[src/rtl/csa_resolver.sv]
// Iterative carry-propagate resolver for a redundant (sum, carry) pair.
// Resolves CHUNK bits per cycle; optional OR-approximated LSB region.
module csa_resolver #(
    parameter int WIDTH      = 8,
    parameter int CHUNK      = 4,
    parameter int APPROX_LSB = 0
) (
    input  logic               clk,
    input  logic               rst,
    input  logic               in_valid,
    output logic               in_ready,
    input  logic [WIDTH-1:0]   sum_in,
    input  logic [WIDTH-1:0]   carry_in,
    output logic               out_valid,
    input  logic               out_ready,
    output logic [WIDTH+1:0]   result,
    output logic               gate_en
);

    localparam int unsigned AW     = WIDTH + 1;
    localparam int unsigned RW     = WIDTH + 2;
    localparam int unsigned NCHUNK = (WIDTH + CHUNK) / CHUNK;
    localparam int unsigned PADW   = NCHUNK * CHUNK;
    localparam int unsigned IDXW   = (NCHUNK > 1) ? $clog2(NCHUNK) : 1;
    localparam int unsigned BW     = $clog2(PADW + 1);

    typedef enum logic [1:0] {
        IDLE,
        BUSY,
        DONE
    } state_t;

    state_t            r_state;
    state_t            w_state_next;

    logic [AW-1:0]     r_a;
    logic [AW-1:0]     r_b;
    logic [RW-1:0]     r_res;
    logic              r_carry;
    logic [IDXW-1:0]   r_idx;
    logic [BW-1:0]     r_base;

    logic [AW-1:0]     w_a_full;
    logic [AW-1:0]     w_b_full;
    logic [AW-1:0]     w_a_cap;
    logic [AW-1:0]     w_b_cap;
    logic [CHUNK-1:0]  w_a_chk;
    logic [CHUNK-1:0]  w_b_chk;
    logic [CHUNK:0]    w_chunk;
    logic [RW-1:0]     w_res_next;
    logic              w_last;

    // Approximate region folded in at capture: A keeps A|B, B is zeroed, so the
    // exact adder yields the OR with no carry leaving the region.
    always_comb begin
        w_a_full = {1'b0, sum_in};
        w_b_full = {carry_in, 1'b0};
        w_a_cap  = '0;
        w_b_cap  = '0;
        for (int unsigned i = 0; i < AW; i++) begin
            if (i < APPROX_LSB) begin
                w_a_cap[i] = w_a_full[i] | w_b_full[i];
                w_b_cap[i] = 1'b0;
            end else begin
                w_a_cap[i] = w_a_full[i];
                w_b_cap[i] = w_b_full[i];
            end
        end
    end

    // Chunk operands beyond the stored width read as the zero padding.
    always_comb begin
        w_a_chk = '0;
        w_b_chk = '0;
        for (int unsigned j = 0; j < AW; j++) begin
            for (int unsigned k = 0; k < CHUNK; k++) begin
                if (j == 32'(r_base) + k) begin
                    w_a_chk[k] = r_a[j];
                    w_b_chk[k] = r_b[j];
                end
            end
        end
    end

    assign w_chunk = {1'b0, w_a_chk} + {1'b0, w_b_chk} + (CHUNK+1)'(r_carry);
    assign w_last  = (r_idx == IDXW'(NCHUNK - 1));

    // Final carry lands in the result only when it falls inside the result width.
    always_comb begin
        w_res_next = r_res;
        for (int unsigned j = 0; j < RW; j++) begin
            for (int unsigned k = 0; k < CHUNK; k++) begin
                if (j == 32'(r_base) + k) begin
                    w_res_next[j] = w_chunk[k];
                end
            end
            if (w_last && (j == 32'(r_base) + CHUNK)) begin
                w_res_next[j] = w_chunk[CHUNK];
            end
        end
    end

    always_ff @(posedge clk) begin
        if (rst) begin
            r_state <= IDLE;
        end else begin
            r_state <= w_state_next;
        end
    end

    always_comb begin
        w_state_next = r_state;
        unique case (r_state)
            IDLE:    if (in_valid)  w_state_next = BUSY;
            BUSY:    if (w_last)    w_state_next = DONE;
            DONE:    if (out_ready) w_state_next = IDLE;
            default:                w_state_next = IDLE;
        endcase
    end

    always_comb begin
        in_ready  = (r_state == IDLE);
        out_valid = (r_state == DONE);
        gate_en   = (r_state != IDLE);
    end

    always_ff @(posedge clk) begin
        if (rst) begin
            r_a     <= '0;
            r_b     <= '0;
            r_res   <= '0;
            r_carry <= 1'b0;
            r_idx   <= '0;
            r_base  <= '0;
        end else begin
            unique case (r_state)
                IDLE: begin
                    if (in_valid) begin
                        r_a     <= w_a_cap;
                        r_b     <= w_b_cap;
                        r_carry <= 1'b0;
                        r_idx   <= '0;
                        r_base  <= '0;
                    end
                end
                BUSY: begin
                    r_res   <= w_res_next;
                    r_carry <= w_chunk[CHUNK];
                    r_idx   <= r_idx + IDXW'(1);
                    r_base  <= r_base + BW'(CHUNK);
                end
                default: ;
            endcase
        end
    end

    assign result = r_res;

endmodule

[config.mk]
export PLATFORM = sky130hd
export DESIGN_NAME = csa_resolver
export DESIGN_NICKNAME = d
export VERILOG_FILES = /design/src/rtl/csa_resolver.sv
export SDC_FILE = /design/constraint.sdc
export NUM_CORES = 1
export LEC_CHECK = 0
export CORE_ASPECT_RATIO = 0.75
export CORE_MARGIN = 1.5
export CORE_UTILIZATION = 51
export DETAILED_ROUTE_END_ITERATION = 8
export HOLD_SLACK_MARGIN = 0.03
export PLACE_DENSITY = 0.82
export SYNTH_ARGS = -nofsm -noshare
export SYNTH_HDL_FRONTEND = slang
export SYNTH_SLANG_ARGS = --single-unit
[constraint.sdc]
create_clock -name clk -period 3.5 [get_ports clk]
set_input_delay 1.05 -clock clk [delete_from_list [all_inputs] [get_ports clk]]
set_output_delay 1.05 -clock clk [all_outputs]
set_load 0.005 [all_outputs]
# Word-level counts from Yosys, hierarchy flattened
# Index checks and enable logic that the tools add are counted.
[classes] n_addsub=8 eq_ne=51 reduce_logical=41 mux=128
[op_table] operator="$eq A3 B32 Y1 const A" n=16
[op_table] operator="$eq A2 B32 Y1 const A" n=8
[op_table] operator="$logic_not A32 Y1" n=5
[op_table] operator="$eq A1 B32 Y1 const A" n=4
[op_table] operator="$eq A4 B32 Y1 const A" n=4
[op_table] operator="$mux W1" n=119
[op_table] operator="$reduce_bool A5 Y1" n=10
[op_table] operator="$reduce_and A2 Y1" n=12
[op_table] operator="$eq A4 B5 Y1 const A" n=4
[op_table] operator="$eq A3 B4 Y1 const A" n=4
[op_table] operator="$add A4 B2 Y5 const B" n=2
[op_table] operator="$logic_and A1 B1 Y1" n=10
[op_table] operator="$eq A2 B4 Y1 const A" n=2
[op_table] operator="$eq A4 B4 Y1 const A" n=2
[op_table] operator="$mux W2" n=4
[op_table] operator="$pmux W4 S2" n=1
[op_table] operator="$pmux W2 S3" n=1
[op_table] operator="$add A4 B1 Y5 const B" n=1
[op_table] operator="$add A4 B3 Y5 const B" n=1
[op_table] operator="$add A4 B4 Y5" n=1
[op_table] operator="$add A5 B1 Y5" n=1
[op_table] operator="$add A4 B3 Y4 const B" n=1
[op_table] operator="$eq A1 B4 Y1 const A" n=1
[op_table] operator="$eq A2 B2 Y1 const B" n=2
[op_table] operator="other kinds (10)" n=12
[word_totals] register_bits=35 inputBits=20 out_inout_bits=13 word_cells=244

# Logic depth before layout (Yosys ltp)
# Gate-level depths: netlist (run 1).
[logic_depth] depth_word=18 depth_mapped=13 mapped_depth_nobuf=11

# Worst setup path before layout (run 1)
# OpenSTA, ideal clock, no wires.
[synth_timing] kind="reg-to-reg" startpoint="register r_base[3]" endpoint="register r_res[4] (netlist: result[4])" setup_time_ps=74 stages_incl_launch_ff=14 synth_period_minus_slack_ps=2596 arrival_ps=2522 n_path_buf=2 t_required_ps=3426 path_slack_ps=904 cell_sequence="dfxtp_1 inv_1 ha_1 buf_2 clkbuf_1 nand2_1 nor2_1 a21oi_1 fa_1 fa_1 nor2b_1 o21a_1 o2111ai_1 a31oi_1"
[synth_via] elab_chain_cells=17 word_cells_on_any_way=119 classes_between="add/sub (6); eq/ne (33); mux (73); reduce/logical (7)"
[synth_lines] element="start, declared" line="41" text="logic [BW-1:0] r_base;"
[synth_lines] element="start signal, assigned" line="150" text="r_base <= r_base + BW'(CHUNK);"
[synth_lines] element="$add A4 B1 Y5 or $logic_not A32 Y1 (tied branches)" line="77, 93"
[synth_lines] element="$logic_not A32 Y1 or $mux W1 (tied branches)" line="77" text="if (j == 32'(r_base) + k) begin"
[synth_lines] element="$mux W1 (8 in a row)" line="77"
[synth_lines] element="$mux W1 or $add A4 B4 Y5 (tied branches)" line="77, 85"
[synth_lines] element="$add A4 B4 Y5 or $add A5 B1 Y5 (tied branches)" line="85" text="assign w_chunk = {1'b0, w_a_chk} + {1'b0, w_b_chk} + (CHUNK+1)'(r_carry);"
[synth_lines] element="$add A5 B1 Y5 or $mux W1 (tied branches)" line="85, 93"
[synth_lines] element="$mux W1 (3 in a row)" line="93" text="if (j == 32'(r_base) + k) begin"
[synth_lines] element="$mux W1" line="97" text="if (w_last && (j == 32'(r_base) + CHUNK)) begin"
[synth_lines] element="end signal, assigned" line="147" text="r_res <= w_res_next;"
[synth_lines] element="end, declared" line="38" text="logic [RW-1:0] r_res;"
# Parallel ways exist; a longest one is shown, timed or not. The select of a mux whose other input is x is not followed.
# A chain may end at the register's enable or synchronous reset.

# Worst setup path after layout (run 1)
[layout_timing] startpoint="register r_base[2]" endpoint="register r_res[2] (netlist: result[2])"
# Same word-level chain as after synthesis.

==> results.json, run 1 <==
{
  "post_cts_resized": 0,
  "fin_crit_ns": 2.79,
  "dp_hpwl_um": 2720,
  "final_common_cell": "nand2_1",
  "drive_gt1_frac": 0.0502,
  "gr-total-overflow": 0,
  "layout_common_cells": "nand2_1 (61), dfxtp_1 (33), a21oi_1 (32), clkdlybuf4s50_1 (32), nor2_1 (16)",
  "ys_seq_area_frac": 0.378,
  "syn_area_per_cell_um2": 7.56,
  "pre_cts_ws_ns": 0.749,
  "rows": 18,
  "place_area_um2": 2060,
  "worstPathRequired_ns": 3.65,
  "core_um2": 3290,
  "syn_nets": 265,
  "place_congestion": 0.861,
  "wl_per_cell_um": 12.7,
  "ys_warn_count": 0,
  "finalWirelength_um": 3800,
  "grt_pass1_wl_um": 6250,
  "crit_type": "flop to flop",
  "fillers": 305,
  "path_clk_slew_ns": 0.07,
  "antenna_left": 0,
  "tightest_slew_ns": 0.755,
  "cts_htree_levels": 2,
  "synth_area_um2": 1750,
  "yosys-top-cells-area": "dfxtp_1 (38%), nand2_1 (13%), a21oi_1 (9.2%), ha_1 (8.6%), nor2_1 (3.4%)",
  "rsz0062_at_grt": "false",
  "hold_viol": 0,
  "fin_util": 0.661,
  "leakage_uw": 0.000827,
  "power.total_uw": 929,
  "fin_skew_ns": 0.00513,
  "clk_latency_ns": 0.29,
  "antenna_found_initial": 0,
  "slew_violations": 0,
  "insertedDiodeCount": 0,
  "finalNetCount": 292,
  "cts-buffers-inserted": 5,
  "ctsHoldBuffers": 0,
  "clockRootBuffer": "clkbuf_8",
  "crit_fanout": 10,
  "cts_tree": "done",
  "grt_pass1_vias": 1362,
  "yosys.area.top_type_share": 0.378,
  "grt_usage": 0.220,
  "netlist_instances": 231,
  "fmax_ghz": 0.358,
  "clock-sinks": 33,
  "yosysTopAreaCell": "dfxtp_1",
  "grt_max_degree": 20,
  "arrival_ns": 2.94,
  "peakVddDrop_mv": 0.353,
  "vias_per_cell": 5.35,
  "worstSetupStartpointType": "flop",
  "final_cell_area_um2": 2170,
  "holdCritPathClass": "flop to flop",
  "first_pass_iters": 4,
  "outcome": "finished, final reports clean",
  "powerDensity_nw_per_um2": 427,
  "yosysUniqueCellTypes": 33,
  "setup_slack_ns": 0.706,
  "dieArea_um2": 3790,
  "setup_viol": 0,
  "start_util": 0.531,
  "regArea_um2": 661,
  "end_kind": "flop",
  "syn_to_final_growth_pct": 24.4,
  "drcViolationCount": 0,
  "num_vias": 1601,
  "drt_iter0_markers": 121,
  "max_cap_violations": 0,
  "fin_crit_sh": 0.798,
  "fp.dieW_um": 70.6,
  "ioPinCount": 33,
  "fin_tns_setup_ns": 0,
  "cts_buffer_depth": 2,
  "relSlewSlack": 0.494,
  "post_cts_buffers": 0,
  "portBuffers": 32,
  "die_h_um": 53.7,
  "multi_input_area_um2": 966,
  "ys_ff_latch": 33
}
[through the flow]
stage | cells | hold WS [ns]
after floorplan | 231 | 0.432
after global placement | 291 | 0.441
after detailed placement | 291 | 0.445
after CTS | 299 | 0.455
after global routing | 299 | 0.481
final | 299 | 0.453
[state kept, by name (all words and copies together) (netlist names)]
signal	flops
r_a	8
r_base	2
r_carry	1
r_b	8
r_state	2
result	10
r_idx	2
[final cells by class]
type,count,area share
timing repair buffer,34,0.154
sequential,33,0.304
inverter,12,0.0207
tap,40,0.0230
multi-input combinational,172,0.445
clock inverter,3,0.0213
clock buffer,5,0.0317
[cell usage after synthesis]
cell        n
a211o_1     1
a21oi_1    32
a22oi_1     2
a311oi_1    2
a31oi_1     3
and2_1      1
and2b_1     1
buf_2       3
buf_4       3
buf_6       1
clkbuf_1    7
dfxtp_1    33
fa_1        2
ha_1       12
inv_1      12
mux2i_1     2
nand2_1    61
nand2_4     1
nand2b_1    2
nand3_1     4
nand3b_1    2
nor2_1     16
nor2_2      1
nor2b_1     1
nor2b_2     1
nor3_1      6
o2111ai_1   1
o211ai_1    2
o21a_1      2
o21ai_0    10
o21bai_1    1
o221ai_1    2
xor2_1      1
[power breakdown]
group	internal [µW]	switching (µW)	leakage, µW
combinational	69.9	83.1	0.000503
clock	213	154	0.0000543
sequential	395	13.6	0.000270
[worst max-delay path, stage by stage, from the launching register on]
cell,delay (ns)
dfxtp_1,0.37
inv_1,0.17
ha_1,0.40
nand2_1,0.09
o21ai_0,0.15
nand2b_1,0.09
fa_1,0.44
fa_1,0.42
xor2_1,0.19
nor2_1,0.06
nor3_1,0.18
nor3_1,0.09
[final timing paths]
path / from / end / slack, ns / cells past startpoint
setup / recovery: r_base[2] / result[2] / 0.71 / 11
hold / removal: result[1] / result[1] / 0.45 / 2
setup reg to reg: r_base[2] / result[2] / 0.71 / 11
hold reg to reg: result[1] / result[1] / 0.45 / 2
[routing by layer]
| metal | up-vias | wire, µm | global-route usage |
|---|---|---|---|
| li1 | 820 | - | - |
| met5 | - | 0 | 0 |
| met2 | 49 | 1640 | 0.321 |
| met3 | 7 | 217 | 0.0581 |
| met1 | 725 | 1860 | 0.294 |
| met4 | 0 | 82 | 0.135 |
[cells by family after synthesis]
| family | after synthesis | share of synthesized area |
|---|---|---|
| muxes | 2 | 0.0115 |
| and+or+nand+nor | 97 | 0.236 |
| AOI/OAI and AO/OA | 58 | 0.191 |
| DFF | 33 | 0.378 |
| xor gates and xnor gates | 1 | 0.00502 |
| adders and majority gates | 14 | 0.109 |
| buffers and inverters | 26 | 0.0688 |
Note: power is estimated with default switching activity, not from simulation.
==> inputs of run 2 (changes only) <==
- CORE_UTILIZATION: 51 -> 46
- PLACE_DENSITY: 0.82 -> 0.79
- clock period: 3.5 -> 2.4 ns (I/O delays scaled with it)
==> run 2 against run 1 <==
Core utilization is 3.8 points lower. Clock-buffer cell count stayed put. Cell count is 6.4% higher. First-iteration DRC count is 18% lower. Clock power is 4% higher. Sequential share of layout area is 1.0 points lower. Highest routed layer unchanged. Total power is 32% higher. Via count is 0.31% higher.
==> results.json, run 2 (synthesized netlist as in run 1, its figures left out) <==
{
  "outcome": "finished, final reports clean",
  "tightest_slew_ns": 0.668,
  "ctsHoldBuffers": 0,
  "vias_per_cell": 5.05,
  "hold_viol": 0,
  "rows": 19,
  "syn_to_final_growth_pct": 29.7,
  "wl_met1_um": 1850,
  "die_h_um": 56.4,
  "cp_common_cell": "fa_2",
  "fin_crit_ns": 2.28,
  "layout_common_cells": "nand2_1 (61), a21oi_1 (32), clkdlybuf4s50_1 (32)",
  "dp.cells": 310,
  "dieArea_um2": 4180,
  "dp_hpwl_um": 2740,
  "fin_tns_setup_ns": 0,
  "path_clk_slew_ns": 0.06,
  "worstSetupStartpointType": "flop",
  "fp.dieW_um": 74.2,
  "cts-buffers-inserted": 5,
  "slew_violations": 0,
  "fmax_ghz": 0.438,
  "finalNetCount": 301,
  "first_pass_iters": 4,
  "largest_reg_flops": 10,
  "crit_fanout": 5,
  "start_util": 0.480,
  "num_vias": 1606,
  "setup_slack_ns": 0.117,
  "worstPathRequired_ns": 2.62,
  "wl_met2_um": 1630,
  "grt_usage": 0.191,
  "clk_latency_ns": 0.29,
  "holdCritPathClass": "flop to flop",
  "fin_util": 0.623,
  "fillers": 344,
  "cts_buffer_depth": 2,
  "antenna_left": 0,
  "setup_viol": 0,
  "grt_max_degree": 32,
  "clockRootBuffer": "clkbuf_8",
  "drt_iter0_markers": 99,
  "drcViolationCount": 0,
  "finalWirelength_um": 3740,
  "end_kind": "flop",
  "peakVddDrop_mv": 0.344,
  "final_cells": 318,
  "grt_pass1_wl_um": 6040,
  "drive_gt1_frac": 0.113,
  "gr-total-overflow": 0,
  "powerDensity_nw_per_um2": 540,
  "highest_layer": "met4",
  "antenna_found_initial": 0,
  "cts_tree": "done",
  "insertedDiodeCount": 0,
  "cts_htree_levels": 2,
  "crit_type": "flop to flop",
  "pre_cts_ws_ns": 0.0574,
  "grt_pass1_vias": 1392,
  "max_cap_violations": 0,
  "route.met3.wl_um": 219,
  "relSlewSlack": 0.553,
  "cpMaxStageDelayCell": "fa_2",
  "final_common_cell": "nand2_1",
  "place_congestion": 0.857,
  "fin_skew_ns": 0.00640,
  "rsz0062_at_grt": "false",
  "fin_crit_sh": 0.951,
  "core_um2": 3640,
  "ioPinCount": 33,
  "leakage_uw": 0.000862,
  "portBuffers": 32,
  "slowest_delay_ns": 0.42,
  "path_cells": "buf_4 > ha_2 > nand2b_1 > fa_2 > fa_2 > nor2b_1 > o21a_1 > o2111ai_1 > a31oi_1",
  "arrival_ns": 2.50,
  "power.total_uw": 1220,
  "wl_per_cell_um": 11.8,
  "clock-sinks": 33
}
==> run 2: changes by cell type in the layout (fill, tap and decap cells not counted), sizes merged <==
cell | previous run | this run
buf | 2 | 11
bufinv | 1 | 0
clkinvlp | 1 | 0
==> run 2: metrics by stage <==
stage / hold slack [ns] / instance area (µm²)
2_1_floorplan: 0.432 / 1770
3_3_place_gp: 0.440 / 2130
3_5_place_dp: 0.448 / 2130
4_1_cts: 0.458 / 2200
5_1_grt: 0.475 / 2270
6_report: 0.456 / 2270
==> run 2: final timing paths <==
| kind | slack (ns) | cells past startpoint | end | start |
|---|---|---|---|---|
| worst max-delay path | 0.12 | 9 | result[4] | r_base[3] |
| worst min-delay path | 0.46 | 2 | result[5] | result[5] |
| worst max register to register | 0.12 | 9 | result[4] | r_base[3] |
| worst min register to register | 0.46 | 2 | result[5] | result[5] |
==> run 2: final cells by class <==
type                            count  area [µm²]  area share
Clock buffer                        5        68.8      0.0304
Timing Repair Buffer               43         403       0.178
Clock inverter                      1        5.00     0.00221
Tap cell                           52        65.1      0.0287
Sequential cell                    33         666       0.294
Multi-Input combinational cell    172        1010       0.446
Inverter                           12        47.5      0.0210
==> run 2: what timing repair did <==
action	in CTS	in global routing
endpoints found under the hold margin	0	0
endpoints found under the setup margin	0	10
resized for setup	0	13
buffers inserted	0	2
==> run 2: worst max-delay path, delay by kind of cell, from the launching register on <==
| kind | cells | cell delay [ns] |
|---|---|---|
| fa+ha+maj | 3 | 1.00 |
| compound gates | 3 | 0.44 |
| flops | 1 | 0.32 |
| simple gates | 2 | 0.30 |
| buf+inv | 1 | 0.15 |
==> run 2: per-layer routing <==
| metal | vias up | track usage |
|---|---|---|
| li1 | 841 | - |
| met1 | 718 | 0.256 |
| met2 | 40 | 0.286 |
| met3 | 7 | 0.0503 |
| met4 | 0 | 0.0873 |
| met5 | - | 0 |
==> run 2: report_power, final <==
group	internal (µW)	switching, µW
Clock	190	193
Combinational	119	125
Sequential	577	19.0
==> inputs of run 3 (changes only) <==
--- a/config.mk
+++ b/config.mk
@@ -8,8 +8,10 @@
 export CORE_ASPECT_RATIO = 0.75
 export CORE_MARGIN = 1.5
-export CORE_UTILIZATION = 46
+export CORE_UTILIZATION = 56
 export DETAILED_ROUTE_END_ITERATION = 8
+export DONT_BUFFER_PORTS = 1
+export GPL_TIMING_DRIVEN = 0
 export HOLD_SLACK_MARGIN = 0.03
-export PLACE_DENSITY = 0.79
+export PLACE_DENSITY = 0.78
 export SYNTH_ARGS = -nofsm -noshare
 export SYNTH_HDL_FRONTEND = slang
==> constraint.sdc (replaced) <==
create_clock -name clk -period 2.4 [get_ports clk]
set_input_delay 0.72 -clock clk [delete_from_list [all_inputs] [get_ports clk]]
set_output_delay 0.72 -clock clk [all_outputs]
set_load 0.02 [all_outputs]
==> run 3 against run 2 <==
Clock-buffer cell count rose by 2. Wire length rose by 14%. Design area fell by 6.2%. Clock power rose by 44%. Flip-flop and latch count did not move. Combinational power fell by 6%. Via count rose by 1.4%. Sequential share of layout area rose by 2.1 points. Setup slack got worse by 0.064 ns.
==> results.json, run 3 (synthesized netlist as in run 1, its figures left out) <==
{
  "antenna_left": 0,
  "core_um2": 2960,
  "fin_skew_ns": 0.00746,
  "grt_pass1_vias": 1407,
  "tightest_slew_ns": 0.532,
  "final_cell_area_um2": 2120,
  "die_h_um": 51.4,
  "num_vias": 1628,
  "switching_power_uw": 383,
  "grt_pass1_wl_um": 6510,
  "grt_max_degree": 11,
  "slowest_delay_ns": 0.38,
  "place_area_um2": 1810,
  "start_util": 0.591,
  "first_pass_iters": 4,
  "worstSetupStartpointType": "flop",
  "dp_hpwl_um": 2700,
  "gr-total-overflow": 0,
  "rows": 17,
  "clockRootBuffer": "clkbuf_8",
  "cts-buffers-inserted": 5,
  "max_cap_violations": 0,
  "fillers": 226,
  "finalNetCount": 281,
  "end_kind": "flop",
  "clk_latency_ns": 0.30,
  "path_clk_slew_ns": 0.07,
  "insertedDiodeCount": 0,
  "largest_reg_flops": 10,
  "fp.dieW_um": 67.5,
  "holdCritPathClass": "flop to flop",
  "p_seq_frac": 0.438,
  "cts_buffer_depth": 2,
  "path_cells": "inv_6 > ha_4 > nand2_1 > o21ai_4 > nand2b_4 > fa_2 > fa_2 > nor2b_1 > o21a_1 > o2111ai_2 > a31oi_1",
  "worstPathRequired_ns": 2.63,
  "fmax_ghz": 0.426,
  "layout_common_cells": "nand2_1 (59), a21oi_1 (31), dfxtp_1 (31)",
  "powerDensity_nw_per_um2": 655,
  "cp_top_family": "adder cells",
  "p_int_uw": 1010,
  "portBuffers": 0,
  "drcViolationCount": 0,
  "slew_violations": 0,
  "ioPinCount": 33,
  "vias_per_cell": 5.69,
  "rsz0062_at_grt": "true",
  "crit_fanout": 5,
  "ctsHoldBuffers": 0,
  "switching_share": 0.275,
  "fin_util": 0.719,
  "peakVddDrop_mv": 0.509,
  "antenna_found_initial": 0,
  "finalWirelength_um": 4280,
  "p_comb_frac": 0.165,
  "relSlewSlack": 0.645,
  "place_congestion": 0.808,
  "cpMaxStageDelayCell": "fa_2",
  "cp_common_cell": "fa_2",
  "fin_crit_sh": 0.978,
  "final_common_cell": "nand2_1",
  "crit_type": "flop to flop",
  "arrival_ns": 2.57,
  "hold_ws_ns": 0.457,
  "regArea_um2": 668,
  "clkPwrFrac": 0.397,
  "syn_to_final_growth_pct": 21.6,
  "grt_usage": 0.257,
  "drive_gt1_frac": 0.185,
  "cts_tree": "done",
  "setup_viol": 0,
  "multi_input_area_um2": 1070,
  "leakage_uw": 0.000834,
  "fin_crit_ns": 2.35,
  "wl_per_cell_um": 15.0,
  "path_buf_inv": 1,
  "outcome": "finished, final reports clean",
  "clock-sinks": 33,
  "hold_viol": 0,
  "drt_iter0_markers": 116,
  "dieArea_um2": 3470,
  "cts_htree_levels": 2
}
-- run 3: cell count changes in the layout (fill, tap and decap cells not counted), moves of 2 or more --
| cell | previous run | this run |
|---|---|---|
| clkdlybuf4s50_1 | 32 | 0 |
| clkbuf_1 | 0 | 5 |
| buf_4 | 11 | 14 |
| buf_2 | 0 | 2 |
| buf_6 | 0 | 2 |
| nand2_1 | 61 | 59 |
| nand2_4 | 1 | 3 |
| o21ai_0 | 9 | 7 |
-- run 3: what timing repair did --
item,4_1_cts,5_1_grt
setup buffers,8,4
resized for setup,13,21
pin swaps,5,10
setup endpoints to repair,9,11
-- run 3: power by group through the flow --
stage	logic [µW]	clock network, µW	registers, µW
final	229	553	609
after global routing	255	577	613
after floorplan	152	0	614
after detailed placement	186	0	620
after global placement	185	0	619
after CTS	206	550	606
-- run 3: path summary, 6_finish.rpt --
check	start	end	slack, ns	cells after the start
max	r_base[3]	result[4]	0.05	11
min	r_idx[0]	r_idx[0]	0.46	2
max reg2reg	r_base[3]	result[4]	0.05	11
min reg2reg	r_idx[0]	r_idx[0]	0.46	2
-- run 3: metrics by stage --
step / power (µW) / TNS [ns] / cells / setup WS (ns)
6_report: 1390 / 0 / 286 / 0.0533
4_1_cts: 1360 / -0.0164 / 285 / -0.0164
3_5_place_dp: 806 / -1.16 / 269 / -0.204
5_1_grt: 1440 / -0.0355 / 286 / -0.0355
2_1_floorplan: 766 / 0 / 231 / 0.0375
3_3_place_gp: 804 / -1.09 / 269 / -0.158
-- run 3: worst min-delay path, stage by stage, from the launching register on --
cell	delay (ns)
dfxtp_1	0.31
nand2_1	0.05
a21oi_1	0.05
-- run 3: layout make-up --
type / instances / area share
multi-input cells: 172 / 0.505
flip-flops and latches: 33 / 0.314
repair buffers: 12 / 0.0442
clock buffers: 7 / 0.0406
plain buffers: 11 / 0.0347
inverters: 12 / 0.0247
well taps: 38 / 0.0224
clock inverters: 1 / 0.0141
-- run 3: layer usage --
metal	share of wire	global-route usage	up-vias
li1	-	-	801
met1	0.46	0.353	753
met2	0.44	0.358	63
met3	0.072	0.0683	11
met4	0.019	0.146	0
met5	0	0	-
